==> src/rtl/id_ex_stage.sv <==
// ID/EX pipeline register of the 16-bit five-stage core: captures decoded
// control and operands, inserts load-use and flush bubbles, and counts them.
module id_ex_stage #(
  parameter int DW = 16,
  parameter int RW = 4
) (
  input  logic          clk,
  input  logic          rst,
  input  logic          id_valid,
  input  logic [3:0]    id_opcode,
  input  logic          id_reg_wren,
  input  logic          id_mem_to_reg,
  input  logic          id_mem_wr,
  input  logic          id_alu_src,
  input  logic          id_dst_reg_sel,
  input  logic          id_branch,
  input  logic [RW-1:0] id_rs,
  input  logic [RW-1:0] id_rt,
  input  logic [RW-1:0] id_rd,
  input  logic [DW-1:0] id_rs_data,
  input  logic [DW-1:0] id_rt_data,
  input  logic [DW-1:0] id_imm,
  input  logic [DW-1:0] id_pc,
  input  logic          stall_in,
  input  logic          flush_in,
  output logic          ex_valid,
  output logic [3:0]    ex_opcode,
  output logic          ex_reg_wren,
  output logic          ex_mem_to_reg,
  output logic          ex_mem_wr,
  output logic          ex_alu_src,
  output logic          ex_branch,
  output logic [RW-1:0] ex_rs,
  output logic [RW-1:0] ex_rt,
  output logic [RW-1:0] ex_dst_reg,
  output logic [DW-1:0] ex_rs_data,
  output logic [DW-1:0] ex_rt_data,
  output logic [DW-1:0] ex_imm,
  output logic [DW-1:0] ex_pc,
  output logic          hazard_stall,
  output logic          stall_up,
  output logic [15:0]   bubble_cnt
);

  logic flush_pend;
  logic uses_rt;
  logic eff_flush;
  logic load_bubble;

  function automatic logic [15:0] sat_inc(input logic [15:0] v);
    return (v == 16'hFFFF) ? v : v + 16'd1;
  endfunction

  // Immediate-form ALU ops ignore rt unless the instruction is a store.
  always_comb begin
    uses_rt      = ~id_alu_src | id_mem_wr;
    hazard_stall = id_valid & ex_valid & ex_mem_to_reg & (ex_dst_reg != '0) &
                   ((ex_dst_reg == id_rs) | (uses_rt & (ex_dst_reg == id_rt)));
    stall_up     = stall_in | hazard_stall;
    eff_flush    = (flush_in | flush_pend) & ~stall_in;
    load_bubble  = ~stall_in & (eff_flush | hazard_stall);
  end

  // A flush arriving under stall is remembered until the stage can move.
  always_ff @(posedge clk or posedge rst) begin
    if (rst)
      flush_pend <= 1'b0;
    else if (stall_in)
      flush_pend <= flush_pend | flush_in;
    else
      flush_pend <= 1'b0;
  end

  // ---- ID -> EX stage boundary ----
  always_ff @(posedge clk or posedge rst) begin
    if (rst) begin
      ex_valid      <= 1'b0;
      ex_opcode     <= '0;
      ex_reg_wren   <= 1'b0;
      ex_mem_to_reg <= 1'b0;
      ex_mem_wr     <= 1'b0;
      ex_alu_src    <= 1'b0;
      ex_branch     <= 1'b0;
      ex_rs         <= '0;
      ex_rt         <= '0;
      ex_dst_reg    <= '0;
      ex_rs_data    <= '0;
      ex_rt_data    <= '0;
      ex_imm        <= '0;
      ex_pc         <= '0;
      bubble_cnt    <= '0;
    end else if (!stall_in) begin
      if (load_bubble || !id_valid) begin
        ex_valid      <= 1'b0;
        ex_opcode     <= '0;
        ex_reg_wren   <= 1'b0;
        ex_mem_to_reg <= 1'b0;
        ex_mem_wr     <= 1'b0;
        ex_alu_src    <= 1'b0;
        ex_branch     <= 1'b0;
        ex_rs         <= '0;
        ex_rt         <= '0;
        ex_dst_reg    <= '0;
        ex_rs_data    <= '0;
        ex_rt_data    <= '0;
        ex_imm        <= '0;
        ex_pc         <= '0;
      end else begin
        ex_valid      <= 1'b1;
        ex_opcode     <= id_opcode;
        ex_reg_wren   <= id_reg_wren;
        ex_mem_to_reg <= id_mem_to_reg;
        ex_mem_wr     <= id_mem_wr;
        ex_alu_src    <= id_alu_src;
        ex_branch     <= id_branch;
        ex_rs         <= id_rs;
        ex_rt         <= id_rt;
        ex_dst_reg    <= id_dst_reg_sel ? id_rd : id_rt;
        ex_rs_data    <= id_rs_data;
        ex_rt_data    <= id_rt_data;
        ex_imm        <= id_imm;
        ex_pc         <= id_pc;
      end
      if (load_bubble)
        bubble_cnt <= sat_inc(bubble_cnt);
    end
  end

endmodule

==> config.mk <==
export PLATFORM = sky130hd
export DESIGN_NAME = id_ex_stage
export DESIGN_NICKNAME = d
export VERILOG_FILES = /design/src/rtl/id_ex_stage.sv
export SDC_FILE = /design/constraint.sdc
export NUM_CORES = 1
export LEC_CHECK = 0
export ABC_AREA = 1
export CORE_MARGIN = 2
export CORE_UTILIZATION = 43
export DETAILED_ROUTE_END_ITERATION = 6
export GPL_TIMING_DRIVEN = 0
export PLACE_DENSITY_LB_ADDON = 0.12
export SETUP_SLACK_MARGIN = 0.3
export SLEW_MARGIN = 20
export SYNTH_ARGS = -nofsm -noshare
export SYNTH_HDL_FRONTEND = slang
export SYNTH_SLANG_ARGS = --single-unit
==> constraint.sdc <==
create_clock -name clk -period 5.35 [get_ports clk]
set_input_delay 1.605 -clock clk [delete_from_list [all_inputs] [get_ports clk]]
set_output_delay 1.605 -clock clk [all_outputs]
set_load 0.01 [all_outputs]
==> results of run 1 <==
## worst paths after layout
kind	start	to	slack (ps)	depth (start not counted)
setup / recovery	id_alu_src	stall_up	430	11
hold / removal	ex_rs[2]	ex_rs[2]	480	2
setup reg to reg	flush_pend	ex_pc[1]	3660	5
hold reg to reg	ex_rs[2]	ex_rs[2]	480	2
max in group asynchronous	rst	ex_rs_data[9]	3100	3
min in group asynchronous	rst	ex_rs[0]	1610	2
## layer usage
layer  up-vias  part of all wire [%]
li1       2309                     -
met1      2243                    42
met2       170                    48
met3        23                   7.6
met4         0                   2.2
met5         -                     0
## timing repair
item / CTS / global route
pin swaps: 0 / 0
endpoints found under the setup margin: 2 / 1
resized for setup: 4 / 1
## cell usage in the layout, fill, tap and decap left out
cell type,netlist,routed
buf_1,4,4
buf_16,0,1
buf_2,16,16
buf_4,1,1
buf_6,3,3
bufinv_16,0,1
clkbuf_1,16,19
clkbuf_8,0,11
clkdlybuf4s50_1,0,188
clkinv_4,0,1
dfrtp_1,103,103
dlygate4sd2_1,0,4
dlymetal6s2s_1,0,1
ha_1,1,1
inv_1,23,22
inv_2,6,6
inv_6,0,1
mux2_2,1,1
nand2_1,244,244
nand2_2,1,1
nand2_4,3,3
nand3_1,26,26
nand4_1,89,89
nor2_1,15,15
nor2_2,4,4
nor3_1,2,2
o21ai_0,5,5
o21ai_1,2,2
xnor2_1,2,2
xor2_1,11,11
## logic make-up after synthesis
group | share of synthesized area [%]
mux | 0.235
compound gates | 0.731
flops | 53.8
buf+inv | 6.37
fa+ha+maj | 0.261
simple gates | 36.2
xor+xnor | 2.38
## layout make-up
class | instances | share of cell area, %
Sequential cell | 103 | 36.2
Buffer | 40 | 2.76
Tap cell | 140 | 2.46
Multi-Input combinational cell | 406 | 26.8
Timing Repair Buffer | 194 | 27.5
Clock inverter | 2 | 0.544
Clock buffer | 14 | 2.28
Inverter | 29 | 1.60
## per-stage QoR
step | hold WS [ps] | instance area (um^2) | power, mW
after floorplan | 516 | 4790 | 1.01
final | 483 | 7130 | 1.71
after CTS | 488 | 7130 | 1.72
after global placement | 461 | 6900 | 1.21
after global routing | 513 | 7130 | 1.80
after detailed placement | 465 | 6930 | 1.22
## power groups by stage
stage                     Clock, mW  Sequential, mW  Combinational [mW]
final                         0.506           0.863               0.340
after global routing          0.554           0.871               0.372
after CTS                     0.518           0.863               0.343
after detailed placement          0           0.878               0.342
after global placement            0           0.875               0.333
after floorplan                   0           0.894               0.118
## worst max-delay path, delay by kind of cell
family	cells	cell delay, ps
buf+inv	5	1160
compound gates	1	150
simple gates	5	380
==> summary.md, run 1 <==
| Metric | Value |
|---|---|
| Clock tree from TritonCTS | done |
| Nets in the synthesized netlist | 670 |
| Sequential-to-total area share from yosys stat | 53.8% |
| Clock insertion delay at the later pin of the skew report | 360 ps |
| Via count of the first global-routing pass | 4657 |
| Unrepaired setup endpoints after global routing | no |
| Leakage Power | 3.52 nW |
| Comb power frac | 19.9% |
| DPL Wire Length | 10700 um |
| Die area | 12000 um^2 |
| Total track usage | 24.3% |
| Worst-path clk slew | 90 ps |
| Final nets | 875 |
| Fraction of power consumed by sequential logic | 50.5% |
| Switching share of power | 27.0% |
| Met1 global-route usage | 31.7% |
| Number of port buffers | 193 |
| Antenna violation net count after detailed routing | 0 |
| Antenna violations before repair | 0 |
| Req. time, crit path | 3740 ps |
| Most numerous cell in the Yosys netlist | nand2_1 |
| Maximum ir drop on the vdd rail | 0.000169 V |
| Count of TritonRoute iterations in the first routing pass | 5 |
| H-tree levels | 3 |
| Ranking of synthesized cells by area | dfrtp_1 (54%), nand2_1 (19%), nand4_1 (12%), nand3_1 (2.7%), xor2_1 (2.0%) |
| Max-Cap Viols | 0 |
| Ranking of synthesized cells by instance count | nand2_1 (244), dfrtp_1 (103), nand4_1 (89) |
| Wirelength, routed | 14500 um |
| Number of storage elements in the synthesis netlist | 103 |
| Count of final max-slew check failures | 0 |
| Most utilized layer in the global route result | met2 |
| Worst-path maximum fanout | 10 |
| Worst setup timing slack at the placement stage | 136 ps |
| Initial core utilization | 44.2% |
| Number of enable flip-flop cells after synthesis | 0 |
| Width of the die | 110 um |
| Cell total after placement | 912 |
| Die H | 110 um |
| Endpoints failing setup | 0 |
| Worst min-delay path class | reg -> reg |
| Routed wire length per instance | 15.7 um |
| Total power divided by cell area | 240 nW/um^2 |
| Final hold vios | 0 |
| Total grt overflow | 0 |
| Met3 track demand over resource | 4.80% |
| Fraction of layout instances using a drive strength above 1 | 6.35% |
| Kind of end point of the critical path | primary output |
| Cts hold-fix bufs | 0 |
| Area of the multi-input gates | 1910 um^2 |
| Setup ws final | 433 ps |
| Maximum number of pins on one net before global-route repair | 68 |
| Synth top area share | 53.8% |
| Post-CTS setup repair buffer count | 0 |
| Result of the run | complete, no violations |
| Worst slew slack as a fraction of its limit | 67.9% |
| Number of top-level design ports | 195 |
| Met2 Resource Use GR | 40.3% |
| Arrival time of the worst setup path | 3310 ps |
| Synthesis Warnings | 0 |
| Cell at the slowest stage of the critical path | clkdlybuf4s50_1 |
| Internal | 1.25 mW |
| Sequential cell area in the final layout | 2580 um^2 |
| Final worst path period share | 91.9% |
| Number of buffers inserted during clock tree synthesis | 9 |
| Final antenna diode count | 0 |
| Wire length of the first global-routing pass | 22800 um |
| Async set-reset flop share out of synthesis | 100% |
| Crit path cell chain | clkdlybuf4s50_1, inv_1, o21ai_1, nor2_1, nand2_1, nand2_2, nand2_4, buf_6, buf_6, nand2_1, dlygate4sd2_1 |
| Layout filler cell count | 940 |
| Number of core rows | 38 |
| Maximum clock path buffer count | 2 |
| TNS Setup | 0 ps |
| Final Critical Period | 4920 ps |
| Core Util, Final | 65.8% |
| Post-synthesis area per instance | 8.29 um^2 |
| Gate count after technology mapping | 578 |
| Post-route DRC violation count | 0 |
| Post-layout instance count excluding filler cells | 928 |
| Last weighted congestion value of the routability-driven placer | 0.919 |
| Maximum clock frequency | 0.203 GHz |
| Prevailing post-synth register cell | dfrtp_1 |
| Core box area | 10800 um^2 |
| Total via count after detailed routing | 4745 |
| Category of the critical setup timing path | in -> out |
| Area of the mapped netlist | 4790 um^2 |
| Root Driver | clkbuf_8 |
| Largest area contributor in the netlist | dfrtp_1 |
| Portion of total power attributed to the clock network | 29.6% |
| Worst-Margin Slew | 482 ps |
| Iter 0 DRT Violations | 400 |
| Fin Clk Skew | 12.5 ps |
| Ratio of routed vias to standard cells | 5.11 |
| Switching power total | 0.462 mW |
| Area growth from synthesis to layout | 48.8% |
| Number of different library cells in the post-synthesis netlist | 22 |
| Critical path launch point type | primary input |
| Crit-path max cell delay | 510 ps |
| Sinks on Clock Net | 103 |
No activity file was read; power rests on OpenSTA's default activity.
==> run 2: changes to the inputs <==
--- a/config.mk
+++ b/config.mk
@@ -10,7 +10,8 @@
 export CORE_UTILIZATION = 43
 export DETAILED_ROUTE_END_ITERATION = 6
 export GPL_TIMING_DRIVEN = 0
-export PLACE_DENSITY_LB_ADDON = 0.12
+export PLACE_DENSITY = 0.87
+export REMOVE_ABC_BUFFERS = 1
 export SETUP_SLACK_MARGIN = 0.3
 export SLEW_MARGIN = 20
 export SYNTH_ARGS = -nofsm -noshare
==> run 2 against run 1 <==
  * Routed wire length up 1.8%
  * Power up 0.52%
  * Via count up 0.80%
  * Die area unchanged
  * Non-clock buffer count down 33
  * Count of clock-buffer cells in the layout down 5
  * Critical path depth down 1
  * Design area about the same
  * Register-to-register slack worse by 230 ps
  * Combinational power up 2%
  * Worst hold slack better by 5.6 ps
  * Highest routed layer unchanged
==> summary.md, run 2 (synthesis gave the netlist of run 1 again) <==
| Metric | Value |
|---|---|
| Fraction of layout instances using a drive strength above 1 | 5.67% (was 6.35%) |
| Wirelength, routed | 14800 um (was 14500 um) |
| Post-layout instance count excluding filler cells | 898 (was 928) |
| Fin Clk Skew | 9.31 ps (was 12.5 ps) |
| Cell at the slowest stage of the critical path | clkdlybuf4s50_1 (unchanged) |
| Clock insertion delay at the later pin of the skew report | 380 ps (was 360 ps) |
| Setup slack of the worst register-to-register path | 3430 ps (was 3660 ps) |
| Most common cell after layout, fill and taps aside | nand2_1 (unchanged) |
| Antenna violation net count after detailed routing | 0 (unchanged) |
| Critical path launch point type | primary input (unchanged) |
| Final worst path period share | 86.2% (was 91.9%) |
| Iter 0 DRT Violations | 356 (was 400) |
| Number of buffers inserted during clock tree synthesis | 9 (unchanged) |
| Worst-path maximum fanout | 12 (was 10) |
| Maximum clock frequency | 0.217 GHz (was 0.203 GHz) |
| Kind of end point of the critical path | primary output (unchanged) |
| Max-Cap Viols | 0 (unchanged) |
| Cell repeated most along the worst path | nand2_1 |
| TNS Setup | 0 ps (unchanged) |
| Leakage Power | 3.52 nW (about the same) |
| Width of the die | 110 um (unchanged) |
| Cell total after placement | 878 (was 912) |
| Root Driver | clkbuf_8 (unchanged) |
| Arrival time of the worst setup path | 3010 ps (was 3310 ps) |
| Worst min-delay path class | reg -> reg (unchanged) |
| Total grt overflow | 0 (unchanged) |
| Area growth from synthesis to layout | 48.8% (about the same) |
| Count of TritonRoute iterations in the first routing pass | 4 (was 5) |
| Crit-path max cell delay | 540 ps (was 510 ps) |
| Final hold vios | 0 (unchanged) |
| Switching power total | 0.489 mW (was 0.462 mW) |
| Fraction of power consumed by sequential logic | 50.4% (was 50.5%) |
| Ratio of routed vias to standard cells | 5.33 (was 5.11) |
| DPL Wire Length | 9560 um (was 10700 um) |
| Layout filler cell count | 885 (was 940) |
| Category of the critical setup timing path | in -> out (unchanged) |
| Area of the multi-input gates | 1970 um^2 (was 1910 um^2) |
| Leading cell types in the layout, fill and taps excluded | nand2_1 (244), clkdlybuf4s50_1 (191), dfrtp_1 (103) (was nand2_1 (244), clkdlybuf4s50_1 (188), dfrtp_1 (103)) |
| Antenna violations before repair | 0 (unchanged) |
| Result of the run | complete, no violations (unchanged) |
| Wire length of the first global-routing pass | 23000 um (was 22800 um) |
| Portion of total power attributed to the clock network | 29.4% (was 29.6%) |
| Maximum clock path buffer count | 2 (unchanged) |
| Total track usage | 24.5% (was 24.3%) |
| Maximum ir drop on the vdd rail | 0.000159 V (was 0.000169 V) |
| Post-route DRC violation count | 0 (unchanged) |
| Final Critical Period | 4610 ps (was 4920 ps) |
| H-tree levels | 3 (unchanged) |
| Worst-Margin Slew | 658 ps (was 482 ps) |
| Unrepaired setup endpoints after global routing | no (unchanged) |
| Die H | 110 um (unchanged) |
| Final antenna diode count | 0 (unchanged) |
| Die area | 12000 um^2 (unchanged) |
| Clock tree from TritonCTS | done (unchanged) |
| Comb power frac | 20.2% (was 19.9%) |
| Endpoints failing setup | 0 (unchanged) |
| Routed wire length per instance | 16.5 um (was 15.7 um) |
| Final nets | 845 (was 875) |
| Number of port buffers | 194 (was 193) |
| Total via count after detailed routing | 4783 (was 4745) |
| Worst slew slack as a fraction of its limit | 56.0% (was 67.9%) |
| Number of top-level design ports | 195 (unchanged) |
| Via count of the first global-routing pass | 4668 (was 4657) |
| Total power divided by cell area | 241 nW/um^2 (was 240 nW/um^2) |
| Maximum number of pins on one net before global-route repair | 59 (was 68) |
| Crit path cell chain | clkdlybuf4s50_1, inv_1, nand2_1, nand2_1, nor2_1, nand2_1, nand2_4, nand2_8, inv_1, dlymetal6s2s_1 (was clkdlybuf4s50_1, inv_1, o21ai_1, nor2_1, nand2_1, nand2_2, nand2_4, buf_6, buf_6, nand2_1, dlygate4sd2_1) |
| Internal | 1.23 mW (was 1.25 mW) |
| Initial core utilization | 44.2% (unchanged) |
| Worst-path clk slew | 90 ps (about the same) |
| Sequential cell area in the final layout | 2580 um^2 (unchanged) |
| Last weighted congestion value of the routability-driven placer | 0.841 (was 0.919) |
| Number of core rows | 38 (unchanged) |
| Req. time, crit path | 3740 ps (about the same) |
| Count of final max-slew check failures | 0 (unchanged) |
| Switching share of power | 28.5% (was 27.0%) |
| Core box area | 10800 um^2 (unchanged) |
| Final Hold Slack | 489 ps (was 483 ps) |
| Sinks on Clock Net | 103 (unchanged) |
| Cts hold-fix bufs | 0 (unchanged) |
[run 2: changes by cell type in the layout (fill, tap and decap cells not counted), sizes merged]
| cell | change |
|---|---|
| clkbuf | -21 |
| buf | -17 |
| dlygate4sd2 | -4 |
| clkdlybuf4s50 | +3 |
| inv | +3 |
| nand2 | +3 |
| clkinvlp | +2 |
| dlymetal6s2s | +1 |
[run 2: path summary, 6_finish.rpt]
kind | startpoint | to | cells after the start
worst max-delay path | id_rs[1] | hazard_stall | 10
worst min-delay path | ex_rt_data[2] | ex_rt_data[2] | 2
worst max register to register | ex_dst_reg[2] | ex_rs_data[4] | 10
worst min register to register | ex_rt_data[2] | ex_rt_data[2] | 2
max in group asynchronous | rst | ex_dst_reg[0] | 3
min in group asynchronous | rst | ex_reg_wren | 2
[run 2: through the flow]
stage / cell area (um^2) / utilization, % / power, mW / setup WS (ps)
final: 7130 / 65.7 / 1.72 / 740
after detailed placement: 6860 / 63.3 / 1.22 / -133
after global placement: 6710 / 61.9 / 1.20 / -2150
after global routing: 7130 / 65.7 / 1.80 / 641
after CTS: 7120 / 65.7 / 1.73 / 361
after floorplan: 4590 / - / 0.997 / 1040
[run 2: cell type report]
| class | instances | area share (%) |
|---|---|---|
| clock buffers | 9 | 1.74 |
| inverters | 29 | 1.60 |
| flip-flops and latches | 103 | 36.2 |
| clock inverters | 7 | 1.11 |
| multi-input cells | 409 | 27.6 |
| well taps | 140 | 2.46 |
| repair buffers | 201 | 29.3 |
[run 2: power groups by stage]
stage | clock network, mW | registers, mW | logic [mW]
after floorplan | 0 | 0.894 | 0.103
after global placement | 0 | 0.876 | 0.322
after detailed placement | 0 | 0.878 | 0.343
after CTS | 0.521 | 0.864 | 0.349
after global routing | 0.552 | 0.871 | 0.377
final | 0.505 | 0.865 | 0.347
[run 2: repair_timing]
action / in CTS / in global routing
pin swaps: 2 / 1
hold endpoints to repair: 0 / 0
setup buffers: 1 / 0
endpoints found under the setup margin: 2 / 2
cloned: 3 / 0
gates resized for setup: 3 / 2
[run 2: routing by layer]
layer / global-route usage, % / wire length [um] / up-vias / share of wire, %
li1: - / - / 2261 / -
met1: 31.3 / 5940 / 2310 / 40
met2: 41.2 / 7430 / 187 / 50
met3: 4.98 / 1140 / 25 / 7.7
met4: 9.31 / 285 / 0 / 1.9
met5: 0 / 0 / - / 0
[run 2: critical path, delay by kind of cell]
family / cells / cell delay [ps]
buffers and inverters: 4 / 830
and+or+nand+nor: 6 / 570
==> run 3: changes to the inputs <==
--- a/config.mk
+++ b/config.mk
@@ -7,10 +7,11 @@
 export LEC_CHECK = 0
 export ABC_AREA = 1
 export CORE_MARGIN = 2
-export CORE_UTILIZATION = 43
+export CORE_UTILIZATION = 60
 export DETAILED_ROUTE_END_ITERATION = 6
+export DONT_BUFFER_PORTS = 1
 export GPL_TIMING_DRIVEN = 0
-export PLACE_DENSITY = 0.87
+export PLACE_DENSITY = 0.83
 export REMOVE_ABC_BUFFERS = 1
 export SETUP_SLACK_MARGIN = 0.3
 export SLEW_MARGIN = 20
==> run 3 against run 2 <==
  * Clock power up 2%
  * Register-to-register slack worse by 430 ps
  * Global-route usage up 1.1 points
  * Flip-flop and latch count unchanged
  * Utilization down 0.11 points
  * Via count down 17%
  * Cell count down 26%
  * Critical path type unchanged
  * Highest routed layer unchanged
==> summary.md, run 3 (synthesis gave the netlist of run 1 again) <==
| Metric | Value |
|---|---|
| Comb power frac | 9.1% (was 20.2%) |
| Worst slew slack as a fraction of its limit | 39.3% (was 56.0%) |
| Worst-Margin Slew | 910 ps (was 658 ps) |
| Max-Cap Viols | 0 (unchanged) |
| Endpoints failing setup | 0 (unchanged) |
| Post-route DRC violation count | 0 (unchanged) |
| Initial core utilization | 62.0% (was 44.2%) |
| Routed wire length per instance | 17.2 um (was 16.5 um) |
| Final worst path period share | 83.8% (was 86.2%) |
| Portion of total power attributed to the clock network | 33.2% (was 29.4%) |
| Leakage Power | 2.74 nW (was 3.52 nW) |
| Clock tree from TritonCTS | done (unchanged) |
| Antenna violations before repair | 0 (unchanged) |
| Fraction of layout instances using a drive strength above 1 | 6.62% (was 5.67%) |
| Fin Clk Skew | 23.5 ps (was 9.31 ps) |
| Maximum number of pins on one net before global-route repair | 90 (was 59) |
| Switching share of power | 28.4% (was 28.5%) |
| Die H | 93.3 um (was 110 um) |
| DPL Wire Length | 7570 um (was 9560 um) |
| Count of final max-slew check failures | 0 (unchanged) |
| Area growth from synthesis to layout | 5.88% (was 48.8%) |
| Cell total after placement | 645 (was 878) |
| Via count of the first global-routing pass | 3660 (was 4668) |
| Last weighted congestion value of the routability-driven placer | 0.877 (was 0.841) |
| Sinks on Clock Net | 103 (unchanged) |
| Layout filler cell count | 628 (was 885) |
| Worst-path clk slew | 100 ps (was 90 ps) |
| Total via count after detailed routing | 3958 (was 4783) |
| Final Critical Period | 4480 ps (was 4610 ps) |
| H-tree levels | 3 (unchanged) |
| Core box area | 7730 um^2 (was 10800 um^2) |
| Width of the die | 93.3 um (was 110 um) |
| Critical path launch point type | primary input (unchanged) |
| Worst min-delay path class | reg -> reg (unchanged) |
| Maximum clock path buffer count | 2 (unchanged) |
| Antenna violation net count after detailed routing | 0 (unchanged) |
| Worst-path maximum fanout | 89 (was 12) |
| Ratio of routed vias to standard cells | 5.99 (was 5.33) |
| Switching power total | 0.440 mW (was 0.489 mW) |
| Post-CTS setup repair buffer count | 0 (was 1) |
| Setup slack of the worst register-to-register path | 3000 ps (was 3430 ps) |
| Crit path cell chain | inv_1, nand2_1, o21ai_1, nor2_1, nand2_1, nand2_2, nand2_4, nand2_1 (was clkdlybuf4s50_1, inv_1, nand2_1, nand2_1, nor2_1, nand2_1, nand2_4, nand2_8, inv_1, dlymetal6s2s_1) |
| Leading cell types in the layout, fill and taps excluded | nand2_1 (244), dfrtp_1 (103), nand4_1 (89) (was nand2_1 (244), clkdlybuf4s50_1 (191), dfrtp_1 (103)) |
| Post-layout instance count excluding filler cells | 661 (was 898) |
| Number of port buffers | 0 (was 194) |
| Fraction of power consumed by sequential logic | 57.8% (was 50.4%) |
| Cell repeated most along the worst path | nand2_1 (unchanged) |
| Category of the critical setup timing path | in -> out (unchanged) |
| Maximum clock frequency | 0.223 GHz (was 0.217 GHz) |
| Number of core rows | 32 (was 38) |
| Kind of end point of the critical path | primary output (unchanged) |
| Final hold vios | 0 (unchanged) |
| Number of buffers inserted during clock tree synthesis | 9 (unchanged) |
| Crit-path max cell delay | 630 ps (was 540 ps) |
| Count of TritonRoute iterations in the first routing pass | 7 (was 4) |
| Total power divided by cell area | 306 nW/um^2 (was 241 nW/um^2) |
| Total grt overflow | 0 (unchanged) |
| Maximum ir drop on the vdd rail | 0.000163 V (was 0.000159 V) |
| Final nets | 646 (was 845) |
| Most common cell after layout, fill and taps aside | nand2_1 (unchanged) |
| Cell at the slowest stage of the critical path | nand2_4 (was clkdlybuf4s50_1) |
| Unrepaired setup endpoints after global routing | no (unchanged) |
| Wire length of the first global-routing pass | 17800 um (was 23000 um) |
| Arrival time of the worst setup path | 2880 ps (was 3010 ps) |
| TNS Setup | 0 ps (unchanged) |
| Iter 0 DRT Violations | 230 (was 356) |
| Wirelength, routed | 11400 um (was 14800 um) |
| Root Driver | clkbuf_8 (unchanged) |
| Total track usage | 25.6% (was 24.5%) |
| Clock insertion delay at the later pin of the skew report | 370 ps (was 380 ps) |
| Number of top-level design ports | 195 (unchanged) |
| Internal | 1.11 mW (was 1.23 mW) |
| Req. time, crit path | 3740 ps (about the same) |
| Final antenna diode count | 0 (unchanged) |
| Cts hold-fix bufs | 0 (unchanged) |
| Result of the run | complete, no violations (unchanged) |
| Quantity of gates resized following cts | 0 (was 3) |
| Die area | 8710 um^2 (was 12000 um^2) |
run 3: metal layers:
layer	wire length, um	share of wire, %	vias to the layer above	GRT usage, %
met5	0	0	-	0
met4	281	2.5	0	10.9
met3	1160	10	28	7.66
met2	5580	49	230	41.2
met1	4360	38	1845	32.3
li1	-	-	1855	-
run 3: final timing paths:
path,start,depth (start not counted),end
worst max-delay path,id_rt[3],8,stall_up
worst min-delay path,ex_rs[0],2,ex_rs[0]
worst max register to register,ex_dst_reg[0],11,bubble_cnt[5]
worst min register to register,ex_rs[0],2,ex_rs[0]
max in group asynchronous,rst,2,ex_rs_data[5]
min in group asynchronous,rst,1,ex_pc[13]
run 3: worst max-delay path: cells and delay by family:
| kind | cells | cell delay (ps) |
|---|---|---|
| AND/OR/NAND/NOR | 6 | 1120 |
| AO/OA/AOI/OAI | 1 | 70 |
| buffers and inverters | 1 | 50 |
run 3: per-stage QoR:
step                      hold slack, ps  instance area (um^2)  util (%)  setup slack (ps)  total power [mW]
after floorplan                      511                  4590         -              1040             0.997
after global placement               526                  4720      61.1               107              1.03
after detailed placement             529                  4860      62.9               839              1.05
after CTS                            556                  5070      65.6               848              1.56
after global routing                 570                  5070      65.6               720              1.62
final                                554                  5070      65.6               866              1.55
run 3: power groups by stage:
stage | clock network (mW) | registers (mW) | logic (mW)
after CTS | 0.526 | 0.896 | 0.143
after detailed placement | 0 | 0.910 | 0.143
after floorplan | 0 | 0.894 | 0.103
after global routing | 0.559 | 0.904 | 0.161
final | 0.514 | 0.896 | 0.140
after global placement | 0 | 0.908 | 0.121
run 3: layout make-up:
type                            instances  area [um^2]  area share, %
Tap cell                              102          128           2.52
Clock buffer                           10          138           2.71
Multi-Input combinational cell        406         1920           37.8
Timing Repair Buffer                    5          123           2.42
Inverter                               29          114           2.25
Clock inverter                          6         75.1           1.48
Sequential cell                       103         2580           50.8
